$ cat config.mk
export PLATFORM = sky130hd
export DESIGN_NAME = rgbw_wrd2sout_flat
export DESIGN_NICKNAME = d
export VERILOG_FILES = /design/src/rtl/rgb_pkg.sv /design/src/rtl/rgbw_wrd2sout_if.sv /design/src/rtl/rgbw_min_sub.sv /design/src/rtl/rgbw_wrd2sout.sv /design/src/flat_wrapper.sv
export SDC_FILE = /design/constraint.sdc
export NUM_CORES = 1
export LEC_CHECK = 0
export CAP_MARGIN = 10
export CORE_MARGIN = 2
export CORE_UTILIZATION = 35
export CTS_BUF_LIST = sky130_fd_sc_hd__clkbuf_8
export CTS_CLUSTER_SIZE = 14
export DETAILED_ROUTE_END_ITERATION = 16
export GPL_ROUTABILITY_DRIVEN = 0
export PLACE_DENSITY = 0.62
export SYNTH_ARGS = -nofsm -noshare
export SYNTH_HDL_FRONTEND = slang
export SYNTH_SLANG_ARGS = --single-unit
$ cat constraint.sdc
create_clock -name clk -period 6.3 [get_ports clk]
set_clock_uncertainty 0.15 [all_clocks]
set_input_delay 0.63 -clock clk [delete_from_list [all_inputs] [get_ports clk]]
set_output_delay 0.63 -clock clk [all_outputs]
set_load 0.01 [all_outputs]
$ cat src/rtl/rgb_pkg.sv
// Shared definitions for the RGBW word-to-serial stage: FIFO word layout,
// default line timing and the serializer FSM states.
package rgb_pkg;
  localparam int VALID_BIT        = 31;
  localparam int STREAM_RESET_BIT = 30;
  localparam int G_LSB            = 16;
  localparam int R_LSB            = 8;
  localparam int B_LSB            = 0;
  localparam int COMP_W           = 8;

  localparam int T0H_CLKS_DEF    = 29;
  localparam int T1H_CLKS_DEF    = 58;
  localparam int TBIT_CLKS_DEF   = 120;
  localparam int TRESET_CLKS_DEF = 7680;
  localparam int CNT_W           = 13;

  typedef enum logic [2:0] {
    ST_RESET_LOW,
    ST_IDLE,
    ST_DECODE,
    ST_BIT_HIGH,
    ST_BIT_LOW
  } state_t;

  typedef struct packed {
    logic              valid;
    logic              stream_reset;
    logic [COMP_W-1:0] g;
    logic [COMP_W-1:0] r;
    logic [COMP_W-1:0] b;
  } pix_t;
endpackage

$ cat src/rtl/rgbw_wrd2sout_if.sv
// FIFO-side and line-side signals of the word-to-serial stage.
interface rgbw_wrd2sout_if;
  logic        in_fifo_empty;
  logic [31:0] in_word;
  logic        out_rd_strobe;
  logic        out_serial;
  logic        out_busy;

  modport slave  (input  in_fifo_empty, in_word,
                  output out_rd_strobe, out_serial, out_busy);
  modport master (output in_fifo_empty, in_word,
                  input  out_rd_strobe, out_serial, out_busy);
endinterface

$ cat src/rtl/rgbw_min_sub.sv
// RGB to RGBW split: W is the common minimum, removed from every component.
module rgbw_min_sub import rgb_pkg::*; #(
  parameter int W = COMP_W
) (
  input  logic [W-1:0] g,
  input  logic [W-1:0] r,
  input  logic [W-1:0] b,
  output logic [W-1:0] g_o,
  output logic [W-1:0] r_o,
  output logic [W-1:0] b_o,
  output logic [W-1:0] w_o
);
  logic [W-1:0] gr_min;

  // W never exceeds any component, so the subtractions cannot wrap.
  always_comb begin
    gr_min = (g < r) ? g : r;
    w_o    = (gr_min < b) ? gr_min : b;
    g_o    = g - w_o;
    r_o    = r - w_o;
    b_o    = b - w_o;
  end
endmodule

$ cat src/rtl/rgbw_wrd2sout.sv
// Pops G/R/B words from a FWFT FIFO and drives them as G-R-B-W, MSB first,
// on an SK6812-RGBW style line; stream-reset words become a long low period.
module rgbw_wrd2sout import rgb_pkg::*; #(
  parameter int T0H_CLKS    = T0H_CLKS_DEF,
  parameter int T1H_CLKS    = T1H_CLKS_DEF,
  parameter int TBIT_CLKS   = TBIT_CLKS_DEF,
  parameter int TRESET_CLKS = TRESET_CLKS_DEF
) (
  input logic             clk,
  input logic             rst,
  rgbw_wrd2sout_if.slave  bus
);
  localparam logic [CNT_W-1:0] T0H_LAST  = CNT_W'(T0H_CLKS - 1);
  localparam logic [CNT_W-1:0] T1H_LAST  = CNT_W'(T1H_CLKS - 1);
  localparam logic [CNT_W-1:0] TBIT_LAST = CNT_W'(TBIT_CLKS - 1);
  localparam logic [CNT_W-1:0] TRST_LAST = CNT_W'(TRESET_CLKS - 1);

  state_t            state;
  logic [CNT_W-1:0]  cnt;
  pix_t              pix_q;
  logic [31:0]       shreg;
  logic [4:0]        bit_idx;
  logic              serial_q;
  logic              busy_q;
  logic [COMP_W-1:0] g_adj, r_adj, b_adj, w_val;
  logic              unused_rsvd;

  assign unused_rsvd = ^bus.in_word[29:24];

  rgbw_min_sub #(.W(COMP_W)) u_min (
    .g   (pix_q.g),
    .r   (pix_q.r),
    .b   (pix_q.b),
    .g_o (g_adj),
    .r_o (r_adj),
    .b_o (b_adj),
    .w_o (w_val)
  );

  // The pop must coincide with the latch in IDLE, so it stays combinational.
  assign bus.out_rd_strobe = (state == ST_IDLE) && !bus.in_fifo_empty;
  assign bus.out_serial    = serial_q;
  assign bus.out_busy      = busy_q;

  always_ff @(posedge clk or posedge rst) begin
    if (rst) begin
      state    <= ST_RESET_LOW;
      cnt      <= '0;
      pix_q    <= '0;
      shreg    <= '0;
      bit_idx  <= '0;
      serial_q <= 1'b0;
      busy_q   <= 1'b1;
    end else begin
      case (state)
        ST_RESET_LOW: begin
          if (cnt == TRST_LAST) begin
            state  <= ST_IDLE;
            cnt    <= '0;
            busy_q <= 1'b0;
          end else begin
            cnt <= cnt + 1'b1;
          end
        end
        ST_IDLE: begin
          if (!bus.in_fifo_empty) begin
            pix_q.valid        <= bus.in_word[VALID_BIT];
            pix_q.stream_reset <= bus.in_word[STREAM_RESET_BIT];
            pix_q.g            <= bus.in_word[G_LSB +: COMP_W];
            pix_q.r            <= bus.in_word[R_LSB +: COMP_W];
            pix_q.b            <= bus.in_word[B_LSB +: COMP_W];
            state              <= ST_DECODE;
            busy_q             <= 1'b1;
          end
        end
        ST_DECODE: begin
          cnt <= '0;
          if (!pix_q.valid) begin
            state  <= ST_IDLE;
            busy_q <= 1'b0;
          end else if (pix_q.stream_reset) begin
            state <= ST_RESET_LOW;
          end else begin
            shreg    <= {g_adj, r_adj, b_adj, w_val};
            bit_idx  <= 5'd31;
            state    <= ST_BIT_HIGH;
            serial_q <= 1'b1;
          end
        end
        ST_BIT_HIGH: begin
          // Counter keeps running into BIT_LOW so the bit period stays fixed.
          cnt <= cnt + 1'b1;
          if (cnt == (shreg[31] ? T1H_LAST : T0H_LAST)) begin
            state    <= ST_BIT_LOW;
            serial_q <= 1'b0;
          end
        end
        ST_BIT_LOW: begin
          if (cnt == TBIT_LAST) begin
            cnt   <= '0;
            shreg <= {shreg[30:0], 1'b0};
            if (bit_idx == 5'd0) begin
              state  <= ST_IDLE;
              busy_q <= 1'b0;
            end else begin
              bit_idx  <= bit_idx - 1'b1;
              state    <= ST_BIT_HIGH;
              serial_q <= 1'b1;
            end
          end else begin
            cnt <= cnt + 1'b1;
          end
        end
        default: begin
          state    <= ST_RESET_LOW;
          cnt      <= '0;
          serial_q <= 1'b0;
          busy_q   <= 1'b1;
        end
      endcase
    end
  end
endmodule
$ cat src/flat_wrapper.sv
// flat-port wrapper written by rule: the top's interface ports become plain ports
module rgbw_wrd2sout_flat import rgb_pkg::*;
#(
  parameter int T0H_CLKS    = T0H_CLKS_DEF,
  parameter int T1H_CLKS    = T1H_CLKS_DEF,
  parameter int TBIT_CLKS   = TBIT_CLKS_DEF,
  parameter int TRESET_CLKS = TRESET_CLKS_DEF
)
  (clk, rst, bus_in_fifo_empty, bus_in_word, bus_out_rd_strobe, bus_out_serial, bus_out_busy);
  rgbw_wrd2sout_if bus_i ();
  input logic clk;
  input logic rst;
  input wire logic [$bits(bus_i.in_fifo_empty)-1:0] bus_in_fifo_empty;
  input wire logic [$bits(bus_i.in_word)-1:0] bus_in_word;
  output wire logic [$bits(bus_i.out_rd_strobe)-1:0] bus_out_rd_strobe;
  output wire logic [$bits(bus_i.out_serial)-1:0] bus_out_serial;
  output wire logic [$bits(bus_i.out_busy)-1:0] bus_out_busy;
  assign bus_i.in_fifo_empty = bus_in_fifo_empty;
  assign bus_i.in_word = bus_in_word;
  assign bus_out_rd_strobe = bus_i.out_rd_strobe;
  assign bus_out_serial = bus_i.out_serial;
  assign bus_out_busy = bus_i.out_busy;
  rgbw_wrd2sout #(.T0H_CLKS(T0H_CLKS), .T1H_CLKS(T1H_CLKS), .TBIT_CLKS(TBIT_CLKS), .TRESET_CLKS(TRESET_CLKS)) u_core (.clk(clk), .rst(rst), .bus(bus_i));
endmodule
* Word level (Yosys, flattened, before mapping)
Cells that the tools add are included.
Cells by class: add/subtract/negate cells 5, $mul 0, div/mod/pow operators 0, magnitude comparators 2, eq/ne operators 16, shift operators 0, mux-type cells 35, bitwise logic cells 3, reductions and logical operators 12
Operators by type and width (number):
- $mux 32 | 3
- $pmux 32 s2 | 1
- $pmux 13 s4 | 1
- $mux 13 | 2
- $sub 8x8->8 | 3
- $mux 5 | 4
- $lt 8x8->1 | 2
- $mux 8 | 2
- $mux 3 | 5
- $pmux 3 s5 | 1
- $add 13x1->13 const B | 1
- $eq 13x13->1 | 1
- $eq 13x13->1 const B | 1
- $eq 13x7->1 const B | 1
- $reduce_and 6->1 | 2
- $mux 1 | 10
- $ne 2x1->1 const B | 5
- $pmux 5 s2 | 1
- $ne 2x2->1 const B | 4
- $reduce_and 4->1 | 2
- $eq 3x2->1 const B | 2
- $mux 6 | 1
- $logic_not 5->1 | 1
- $pmux 1 s5 | 1
- other kinds (13) | 16
Word-level totals: bits in registers 81, bits in latches 0, bits in writable memories 0, bits in read-only memories 0, bits of input ports 35, output and inout port bits 3, memories 0

* Longest topological paths before layout
Gate-level depths: netlist (run 1).
word-level depth 8, gate-level depth with buffers 28, depth with buffers taken out 25

* Modules after synthesis
From an unflattened synthesis (run 1), not the netlist that was laid out.
Unflattened totals: cells, all modules 604, area total of the unflattened synthesis 5617.9 um2
Modules (own cells, without submodules):
- rgbw_wrd2sout | instances 1, cells each 349, area each 3804.9 um2
- rgbw_min_sub | instances 1, cells each 255, area each 1813.0 um2

* Worst setup path after synthesis (run 1)
OpenSTA, ideal clock, no wires.
path kind register -> register, start register u_core.pix_q[10] (netlist name), end register u_core.shreg[29], data arrival time 5772 ps, data required time 6021 ps, path slack 249 ps, stages on the path, launching flop included 28, buffers on the path 3, clock period less this slack 6051 ps, path through dfrtp_1 clkinv_1 ha_1 o21a_1 nor2_1 o31ai_2 buf_6 mux2i_1 inv_1 ha_1 a21oi_1 nor2_1 a211oi_1 and2_1 clkbuf_1 nand2_4 buf_2 o21ai_0 ha_1 maj3_1 maj3_1 a21oi_1 a21o_1 maj3_1 maj3_1 xnor2_1 mux2i_1 o21ai_1
Between the ends: cells in the longest elaborated chain, start to end 8
RTL lines:
- $lt 8x8->1 | line rgbw_min_sub.sv:17 | gr_min = (g < r) ? g : r;
- $mux 8 (*) | line rgbw_min_sub.sv:17
- $lt 8x8->1 | line rgbw_min_sub.sv:18 | w_o = (gr_min < b) ? gr_min : b;
- $mux 8 (*) | line rgbw_min_sub.sv:18
- $sub 8x8->8 (*) | line rgbw_min_sub.sv:19 | g_o = g - w_o;
- $mux 32 (*) | line rgbw_wrd2sout.sv:81 | end else if (pix_q.stream_reset) begin
- $mux 32 (*) | line rgbw_wrd2sout.sv:78 | if (!pix_q.valid) begin
- $pmux 32 s2 (*) | line rgbw_wrd2sout.sv:55 | case (state)
- end signal, assigned | line rgbw_wrd2sout.sv:84 | shreg <= {g_adj, r_adj, b_adj, w_val};
- end signal, assigned | line rgbw_wrd2sout.sv:101 | shreg <= {shreg[30:0], 1'b0};
- end, declared | line rgbw_wrd2sout.sv:21 | logic [31:0] shreg;
Every way passes the cells marked *; elsewhere a longest branch is shown, timed or not. The select of a mux whose other input is x is not followed. A chain may end at the register's enable or synchronous reset.

* Worst setup path after layout (run 1)
start register u_core.pix_q[23] (netlist name), end register u_core.shreg[31]
Between the ends: cells in the longest elaborated chain, start to end 8
RTL lines (line):
- $lt 8x8->1 | rgbw_min_sub.sv:17
- $mux 8 | rgbw_min_sub.sv:17
- $lt 8x8->1 | rgbw_min_sub.sv:18
- $mux 8 | rgbw_min_sub.sv:18
- $sub 8x8->8 (*) | rgbw_min_sub.sv:19
- $mux 32 (*) | rgbw_wrd2sout.sv:81
- $mux 32 (*) | rgbw_wrd2sout.sv:78
- $pmux 32 s2 (*) | rgbw_wrd2sout.sv:55
Marks and branches as above.

==> results.json, run 1 <==
{
  "status": "finished, final reports clean",
  "worstPathCellList": "ha_1 > and2_1 > nand3_1 > o31ai_4 > buf_6 > mux2i_2 > inv_1 > ha_1 > o21ai_0 > a21oi_1 > o211a_1 > o221ai_4 > nand2_4 > o21ai_2 > ha_2 > maj3_1 > maj3_1 > a21oi_1 > a21o_1 > a21o_1 > o2111a_1 > o21ai_0 > nor3b_1 > o22a_1",
  "rsz0062_at_grt": "false",
  "synthTopCellsByArea": "dfrtp_1 (36%), nand2_1 (6.6%), o21ai_0 (6.2%)",
  "vias": 4900,
  "coreArea_um2": 15300,
  "final.period_utilization_pct": 92.4,
  "reg2reg_slack_ns": 0.48,
  "ys_seq_elements": 81,
  "port_buffers": 31,
  "finalNonFillerCells": 903,
  "ios": 38,
  "power.leakage_nw": 2.68,
  "die_x_um": 130,
  "nets": 747,
  "arrival_ns": 5.94,
  "fin_ws_ns": 0.481,
  "synth_top_family_by_area": "compound AO/OA/AOI/OAI gates",
  "cp_slowest_cell": "dfrtp_1",
  "synthSimpleGateAreaFrac_pct": 19.2,
  "whs_path_depth": 2,
  "drive_gt1_share_pct": 10.4,
  "critPathBufInv": 2,
  "synth_flop_cell": "dfrtp_1",
  "required_ns": 6.42,
  "finalHoldViolations": 0,
  "combPwrFrac_pct": 30.0,
  "ys_types": 75,
  "syn_inst": 654,
  "wl_um": 14100,
  "route.detailed.drc": 0,
  "final_common_cell": "nand2_1",
  "core.rowCount": 45,
  "clk_pin_slew_ns": 0.09,
  "setup-tns-final_ns": 0,
  "syn_avg_cell_area_um2": 8.45,
  "drt-initial-drc-count": 263,
  "p_int_mw": 0.900,
  "yosysSeqAreaShare_pct": 36.7,
  "power_density_nw_per_um2": 214,
  "clk_path_buf_depth": 2,
  "insertion_delay_ns": 0.38,
  "place_ws_ns": 0.358,
  "synth-compound-area-share_pct": 22.7,
  "fin_crit_ns": 5.82,
  "synth_edf_count": 0,
  "area_growth_pct": 15.2,
  "hold_class": "reg2reg",
  "synth-xor-area-share_pct": 5.54,
  "drt_pass1_iterations": 4,
  "yosysTopAreaCellShare_pct": 36.2,
  "switching_share_pct": 33.9,
  "p_sw_mw": 0.461,
  "fillers": 1556,
  "multi_input_area_um2": 3280,
  "r2r-end": "u_core.shreg[31]",
  "root_buffer": "clkbuf_8",
  "initial_core_util_pct": 36.1,
  "synthMuxAreaShare_pct": 4.68,
  "share_seq_of_total_power_pct": 40.2,
  "r2r-start": "u_core.pix_q[23]",
  "setup_viol_count_final": 0,
  "antenna_found_initial": 0,
  "regArea_um2": 2030,
  "cp_max_fo": 12,
  "h-tree-depth": 3,
  "slew_viol_final": 0,
  "syn_nets": 714,
  "synthAdderAreaFrac_pct": 6.38,
  "wl_per_cell_um": 15.6,
  "grtUsageTotal_pct": 18.0,
  "reg2regPathDepth": 24,
  "fmax_ghz": 0.172,
  "grt_pass1_wl_um": 24100,
  "synth_warnings": 0,
  "async_flop_share_pct": 100,
  "diodes": 0,
  "globalRouteOverflowTotal": 0,
  "ant_nets": 0,
  "min_to": "u_core.shreg[22]",
  "worst_pin_slew_ns": 1.04,
  "cap_violations": 0,
  "vias_per_cell": 5.43,
  "maxSlewHeadroom_pct": 30.6,
  "critPathTopFamily": "compound AO/OA/AOI/OAI gates",
  "dp_cells": 887,
  "cts_buffers": 9,
  "cts_tree": "yes",
  "syn_area_um2": 5530,
  "numClockSinks": 81,
  "dp.final_hpwl_um": 10400,
  "grt_max_degree": 82,
  "die_y_um": 130,
  "path_class": "reg2reg",
  "vdd_drop_max_mv": 0.114,
  "synth_area_leader_cell": "dfrtp_1",
  "clkPwrFrac_pct": 29.8,
  "die_area_um2": 16800,
  "cpPeakStageDelay_ns": 0.45,
  "grt_pass1_vias": 4786,
  "worstHoldStart": "u_core.shreg[22]",
  "crit_path_start_kind": "register",
  "cp-end-kind": "register",
  "layout_common_cells": "nand2_1 (97), dfrtp_1 (80), o21ai_0 (68)",
  "postCtsSetupRepairBufs": 0
}
==> per-layer routing <==
layer / track usage, % / share of wire (%) / routed length [um] / vias to the layer above
li1: - / - / - / 2395
met1: 25.4 / 48 / 6810 / 2392
met2: 28.4 / 46 / 6550 / 96
met3: 3.10 / 3.7 / 516 / 17
met4: 5.57 / 1.5 / 218 / 0
met5: 0 / 0 / 0 / -
==> sequential cells by signal, summed over array words and instances (netlist names) <==
register,flops
u_core.bit_idx,5
u_core.bus.out_busy,1
u_core.bus.out_serial,1
u_core.cnt,13
u_core.pix_q,26
u_core.shreg,32
u_core.state,3
==> layout make-up <==
type,count,share of cell area [%]
clock buffer,10,2.16
clock inverter,6,1.04
inverter,41,2.44
multi-input combinational,506,51.5
sequential,81,31.8
tap,211,4.14
timing repair buffer,48,6.93
==> cell usage after synthesis, drive strengths merged, types with 7 or more instances <==
master	instances
o21ai	73
a211oi	7
inv	39
dfrtp	80
clkbuf	19
nor3	14
buf	7
a21oi	42
or2	7
and3	9
nand2	98
ha	25
mux2i	19
xnor2	26
nor2	58
nand3	19
xor2	9
==> power groups by stage <==
stage | Combinational [mW] | Clock, mW | Sequential [mW]
detailed placement | 0.398 | 0 | 0.556
CTS | 0.401 | 0.415 | 0.546
global placement | 0.389 | 0 | 0.556
finish | 0.408 | 0.406 | 0.547
floorplan | 0.292 | 0 | 0.551
global route | 0.451 | 0.441 | 0.548
==> metrics by stage <==
step	utilization (%)	instance area [um^2]	total power, mW	hold WS (ns)
after floorplan	-	5530	0.842	0.291
after global placement	40.0	6130	0.945	0.307
after detailed placement	40.0	6130	0.954	0.324
after CTS	41.4	6340	1.36	0.343
after global routing	41.6	6370	1.44	0.385
final	41.6	6370	1.36	0.336
==> kinds of logic (layout without fill, tap and decap cells) <==
| group | Yosys count | count (layout) |
|---|---|---|
| AND/OR/NAND/NOR | 233 | 233 |
| AO/OA/AOI/OAI | 185 | 185 |
| flip-flops | 81 | 81 |
| buffers and inverters | 67 | 105 |
| XOR/XNOR | 35 | 35 |
| adder cells (fa/ha/maj) | 29 | 29 |
| multiplexers | 24 | 24 |
==> worst max path at each step <==
stage	end	cells past startpoint	from	slack (ns)
5_1_grt	u_core.shreg[29]	26	u_core.pix_q[15]	0.06
3_3_place_gp	u_core.shreg[29]	25	u_core.pix_q[13]	0.51
2_1_floorplan	u_core.shreg[29]	27	u_core.pix_q[10]	0.25
6_report	u_core.shreg[31]	24	u_core.pix_q[23]	0.48
3_5_place_dp	u_core.shreg[31]	24	u_core.pix_q[23]	0.36
4_1_cts	u_core.shreg[29]	25	u_core.pix_q[13]	0.31
==> timing repair <==
item / in CTS / in global routing
hold buffers: 0 / 0
resized for setup: 0 / 7
setup endpoints to repair: 0 / 6
==> worst min-delay path, delay by kind of cell (launching register included) <==
| kind | cells | cell delay [ns] |
|---|---|---|
| flops | 1 | 0.35 |
| simple gates | 2 | 0.11 |
No activity file was read; power rests on OpenSTA's default activity.
==> run 2: changes to the inputs <==
==> constraint.sdc (replaced) <==
create_clock -name clk -period 5.25 [get_ports clk]
set_clock_uncertainty 0.15 [all_clocks]
set_input_delay 0.525 -clock clk [delete_from_list [all_inputs] [get_ports clk]]
set_output_delay 0.525 -clock clk [all_outputs]
set_load 0.01 [all_outputs]
==> run 2 against run 1 <==
Compared with the run above:
- routed wire length increased by 8.1%
- worst hold slack got worse by 0.020 ns
- core utilization increased by 5.3 points
- highest routed layer unchanged
- die area unchanged
==> results.json, run 2 (same netlist as run 1, synthesis figures left out) <==
{
  "status": "finished, final reports clean",
  "finalPower_mw": 1.87,
  "die_area_um2": 16800,
  "critPathBufInv": 5,
  "slew_viol_final": 0,
  "critPathTopFamily": "compound AO/OA/AOI/OAI gates",
  "h-tree-depth": 3,
  "cp-end-kind": "register",
  "initial_core_util_pct": 36.1,
  "clk_path_buf_depth": 2,
  "hold_class": "in2async",
  "power_density_nw_per_um2": 261,
  "wl_per_cell_um": 15.8,
  "crit_cells": 28,
  "nets": 809,
  "root_buffer": "clkbuf_8",
  "reg2regPathDepth": 28,
  "cts_tree": "yes",
  "fin_ws_ns": 0.0185,
  "final.period_utilization_pct": 99.6,
  "die_y_um": 130,
  "vdd_drop_max_mv": 0.126,
  "insertion_delay_ns": 0.38,
  "route.detailed.drc": 0,
  "largest_reg_flops": 32,
  "drive_gt1_share_pct": 23.6,
  "coreArea_um2": 15300,
  "dp.final_hpwl_um": 11200,
  "vias_per_cell": 5.33,
  "r2r-start": "u_core.pix_q[13]",
  "cpPeakStageDelay_ns": 0.40,
  "regMostFlops": "u_core.shreg",
  "area_growth_pct": 29.9,
  "reg2reg_slack_ns": 0.02,
  "cp_slowest_cell": "dfrtp_1",
  "path_class": "reg2reg",
  "setup_viol_count_final": 0,
  "cp_max_fo": 5,
  "multi_input_area_um2": 3570,
  "cts_buffers": 9,
  "fmax_ghz": 0.191,
  "port_buffers": 31,
  "ios": 38,
  "rsz0062_at_grt": "true",
  "drt-initial-drc-count": 432,
  "wl_um": 15200,
  "cap_violations": 0,
  "grt_pass1_wl_um": 25400,
  "fin_crit_ns": 5.23,
  "clk_pin_slew_ns": 0.09,
  "drt_pass1_iterations": 5,
  "worst_pin_slew_ns": 0.801,
  "layout_common_cells": "nand2_1 (96), dfrtp_1 (79), buf_4 (75)",
  "fillers": 1507,
  "numClockSinks": 81,
  "crit_path_start_kind": "register",
  "power.leakage_nw": 3.05,
  "whs_ns": 0.316,
  "finalHoldViolations": 0,
  "required_ns": 5.37,
  "final_common_cell": "nand2_1",
  "final_area_um2": 7180,
  "antenna_found_initial": 0,
  "place_ws_ns": -0.190,
  "r2r-end": "u_core.shreg[31]",
  "vias": 5146,
  "globalRouteOverflowTotal": 0,
  "diodes": 0,
  "maxSlewHeadroom_pct": 46.6,
  "grt_pass1_vias": 5207,
  "core.rowCount": 45,
  "grtUsageTotal_pct": 19.2,
  "dpl-instance-area_um2": 6660,
  "grt_max_degree": 56,
  "regArea_um2": 2030,
  "arrival_ns": 5.35,
  "ant_nets": 0,
  "die_x_um": 130,
  "largestRegisters": "u_core.shreg (32), u_core.pix_q (26), u_core.cnt (13)"
}
-- run 2: cell types whose count changed in the layout (fill, tap and decap cells not counted), sizes merged --
| cell | delta |
|---|---|
| bufinv | +1 |
| clkinv | -1 |
| inv | +3 |
| buf | +62 |
| clkinvlp | -2 |
| clkbuf | -1 |
-- run 2: timing repair --
item,CTS,global route
hold buffers,0,0
pin swaps,4,41
endpoints found under the setup margin,9,13
gates resized for setup,6,45
setup buffers,2,7
-- run 2: how the worst max path moves through the flow --
| stage | startpoint | end | slack (ns) |
|---|---|---|---|
| floorplan | u_core.pix_q[13] | u_core.shreg[31] | -0.01 |
| global placement | u_core.pix_q[15] | u_core.shreg[31] | -0.08 |
| detailed placement | u_core.pix_q[15] | u_core.shreg[31] | -0.19 |
| CTS | u_core.pix_q[13] | u_core.shreg[21] | 0.04 |
| global route | u_core.pix_q[13] | u_core.shreg[21] | -0.14 |
| finish | u_core.pix_q[13] | u_core.shreg[31] | 0.02 |
-- run 2: worst reg2reg max path: cells and delay by family, from the launching register on --
family	cells	cell delay (ns)
AO/OA/AOI/OAI	12	1.93
buffers and inverters	5	0.64
AND/OR/NAND/NOR	5	0.59
multiplexers	1	0.21
adder cells (fa/ha/maj)	5	1.22
flip-flops	1	0.40
-- run 2: routing by layer --
layer / GRT usage, % / vias up / part of all wire [%] / wire (um)
met4: 7.59 / 0 / 2.0 / 312
met3: 2.64 / 28 / 5.3 / 802
li1: - / 2520 / - / -
met1: 25.9 / 2456 / 46 / 6970
met2: 31.3 / 142 / 47 / 7150
met5: 0 / - / 0 / 0
-- run 2: report_power, final --
group / internal, mW / total, mW / leakage [nW] / switching [mW]
sequential: 0.636 / 0.649 / 1.04 / 0.0132
combinational: 0.328 / 0.673 / 1.90 / 0.345
clock: 0.278 / 0.549 / 0.114 / 0.271
total: 1.24 / 1.87 / 3.05 / 0.629
-- run 2: area by class of cell --
class / count / share of cell area [%]
inverters: 41 / 2.20
flip-flops and latches: 81 / 28.3
clock buffers: 9 / 1.73
repair buffers: 110 / 12.9
multi-input cells: 506 / 49.7
well taps: 211 / 3.68
clock inverters: 7 / 1.50
-- run 2: through the flow --
| stage | setup TNS [ns] | utilization (%) | std cells |
|---|---|---|---|
| detailed placement | -0.944 | 43.5 | 941 |
| CTS | 0 | 45.4 | 959 |
| floorplan | -0.0215 | - | 654 |
| global route | -0.664 | 46.9 | 965 |
| global placement | -0.226 | 43.5 | 941 |
| finish | 0 | 46.9 | 965 |
==> run 3: changes to the inputs <==
--- a/config.mk
+++ b/config.mk
@@ -9,7 +9,7 @@
 export CORE_MARGIN = 2
 export CORE_UTILIZATION = 35
 export CTS_BUF_LIST = sky130_fd_sc_hd__clkbuf_8
-export CTS_CLUSTER_SIZE = 14
+export CTS_CLUSTER_SIZE = 25
 export DETAILED_ROUTE_END_ITERATION = 16
 export GPL_ROUTABILITY_DRIVEN = 0
 export PLACE_DENSITY = 0.62
==> results of run 3 <==
The final DEF is identical to that of run 2; final timing and power are the same.
==> RTL change, RTL diff (settings of run 3) <==
`R_LSB`: 8 -> 7.
--- a/src/rtl/rgb_pkg.sv
+++ b/src/rtl/rgb_pkg.sv
@@ -4,7 +4,7 @@
   localparam int VALID_BIT        = 31;
   localparam int STREAM_RESET_BIT = 30;
   localparam int G_LSB            = 16;
-  localparam int R_LSB            = 8;
+  localparam int R_LSB            = 7;
   localparam int B_LSB            = 0;
   localparam int COMP_W           = 8;
 
Function: no difference found for any inputs over 10 cycles, from zero or initial values and one cycle with rst high; that may be too few to reach the edited logic, so the function may still have changed.
==> RTL change against run 3 <==
The flow now finishes with violations (setup timing). Setup slack got worse by 31 ps. Cell area up 0.31%. Via count decreased by 0.78%. Sequential cell count decreased by 1. Routed wire length decreased by 0.81%. Area after synthesis fell by 2.1%. First-iteration DRC count down 14%. Highest routed layer unchanged.
Power is not shown: default switching activity piles up to over one toggle a cycle in this logic, so the estimate is an artifact.
==> RTL change: results <==
{
  "status": "complete, but fails checks",
  "violations": "setup timing",
  "globalRouteMet2Util": 0.3091,
  "signal_buffers": 127,
  "met1_length_microns": 7369,
  "synthCells": 655,
  "diodes": 0,
  "finalSetupViolations": 1,
  "syn_nets": 715,
  "reg_top3": "u_core.shreg: 32 flops, u_core.pix_q: 25 flops, u_core.cnt: 13 flops",
  "final_nets": 816,
  "dp_cells": 910,
  "instances_no_fill": 949,
  "wl_per_cell_microns": 15.92,
  "route.met2.wl_microns": 6942,
  "yosysSeqAreaShare": 0.3699,
  "cts_setup_buffers": 15,
  "grt_pass1_vias": 5098,
  "clock_latency_ps": 390,
  "layout.nonclk_buf_frac": 0.1466,
  "ff_latch_area_sq_um": 2003,
  "drive_gt1_frac": 0.2562,
  "final.fill_count": 1438,
  "grt_antenna_before_repair": 0,
  "n_clock_buffer": 10,
  "routed.top_layer": "met4",
  "firstDrtPassIters": 5,
  "avgViaCountPerCell": 5.380,
  "grt_pass1_wl_microns": 25070,
  "max_slew_margin": 0.4043,
  "multi_input_cells": 507,
  "async_flop_share": 1.000,
  "hpwlAfterDp_microns": 10840,
  "clock_path_buffers": 2,
  "drtIter0Drc": 372,
  "post-place-ws_ps": -185.3,
  "use_met1": 0.2619,
  "crit_type": "register to register",
  "cp.arrival_ps": 5380,
  "synth.distinct_cells": 56,
  "multi_input_area_share": 0.5001,
  "synth.area.top_cells": "dfrtp_1 (37%), o21ai_0 (6.2%), nand2_1 (6.1%)",
  "n_all_inverters": 31,
  "wl_met3_microns": 520,
  "ctsResizeCount": 20,
  "drv_slew": 0,
  "layout_setup_ws_ps": -12.43,
  "synthTopCellsByCount": "nand2_1 (88), dfrtp_1 (79), nor2_1 (74)",
  "grt_usage": 0.1911,
  "clock_area_frac": 0.02588,
  "synth-main-ff-cell": "dfrtp_1",
  "met3_usage": 0.03077,
  "portBuffers": 30,
  "path_max_fanout": 4,
  "tns_ps": -12.43,
  "clock_sinks": 80
}
-- RTL change: changes by cell type after synthesis, sizes merged, moves of 4 or more --
cell	run 3	this run
nand2	98	88
or2	7	0
nor2	58	74
clkbuf	19	32
o21ai	73	69
inv	39	31
a21oi	42	50
mux2	5	13
-- RTL change: worst max-delay path, stage by stage, from the launching register on --
cell      delay (ps)
dfrtp_1          420
inv_4             70
ha_4             190
a2111o_1         450
buf_6            160
buf_4            130
a211oi_4         300
or3_4            200
ha_4             190
o21a_1           190
nor2_4           150
o31ai_4          100
a31oi_4          260
nand2_4           80
o21ai_4          110
ha_4             190
a21oi_1           50
mux2_4           290
o41ai_4          270
a31oi_1          130
or3_1            410
a221oi_2         270
mux2i_1          230
o211ai_1         100
-- RTL change: logic make-up after synthesis --
logic type | Yosys count | share of synthesized area
xor+xnor | 36 | 0.05823
mux | 30 | 0.05846
fa+ha+maj | 27 | 0.06146
simple gates | 225 | 0.1802
flops | 80 | 0.3699
compound gates | 189 | 0.2239
buf+inv | 68 | 0.04783
-- RTL change: final timing paths --
path | from | end | slack (ps) | depth (start not counted)
max | u_core.pix_q[9] | u_core.shreg[23] | -10 | 23
min | rst | u_core.pix_q[2] | 300 | 2
max reg2reg | u_core.pix_q[9] | u_core.shreg[23] | -10 | 23
min reg2reg | u_core.shreg[9] | u_core.shreg[9] | 340 | 2
max in group asynchronous | rst | u_core.shreg[10] | 3590 | 3
min in group clk | u_core.shreg[9] | u_core.shreg[9] | 340 | 2
-- RTL change: through the flow --
stage	hold WS, ps	util	instance area [sq um]
global route	352.2	0.4756	7203
CTS	316.1	0.4601	6968
global placement	315.2	0.4328	6555
detailed placement	323.5	0.4328	6555
floorplan	294.7	-	5629
finish	300.1	0.4756	7203
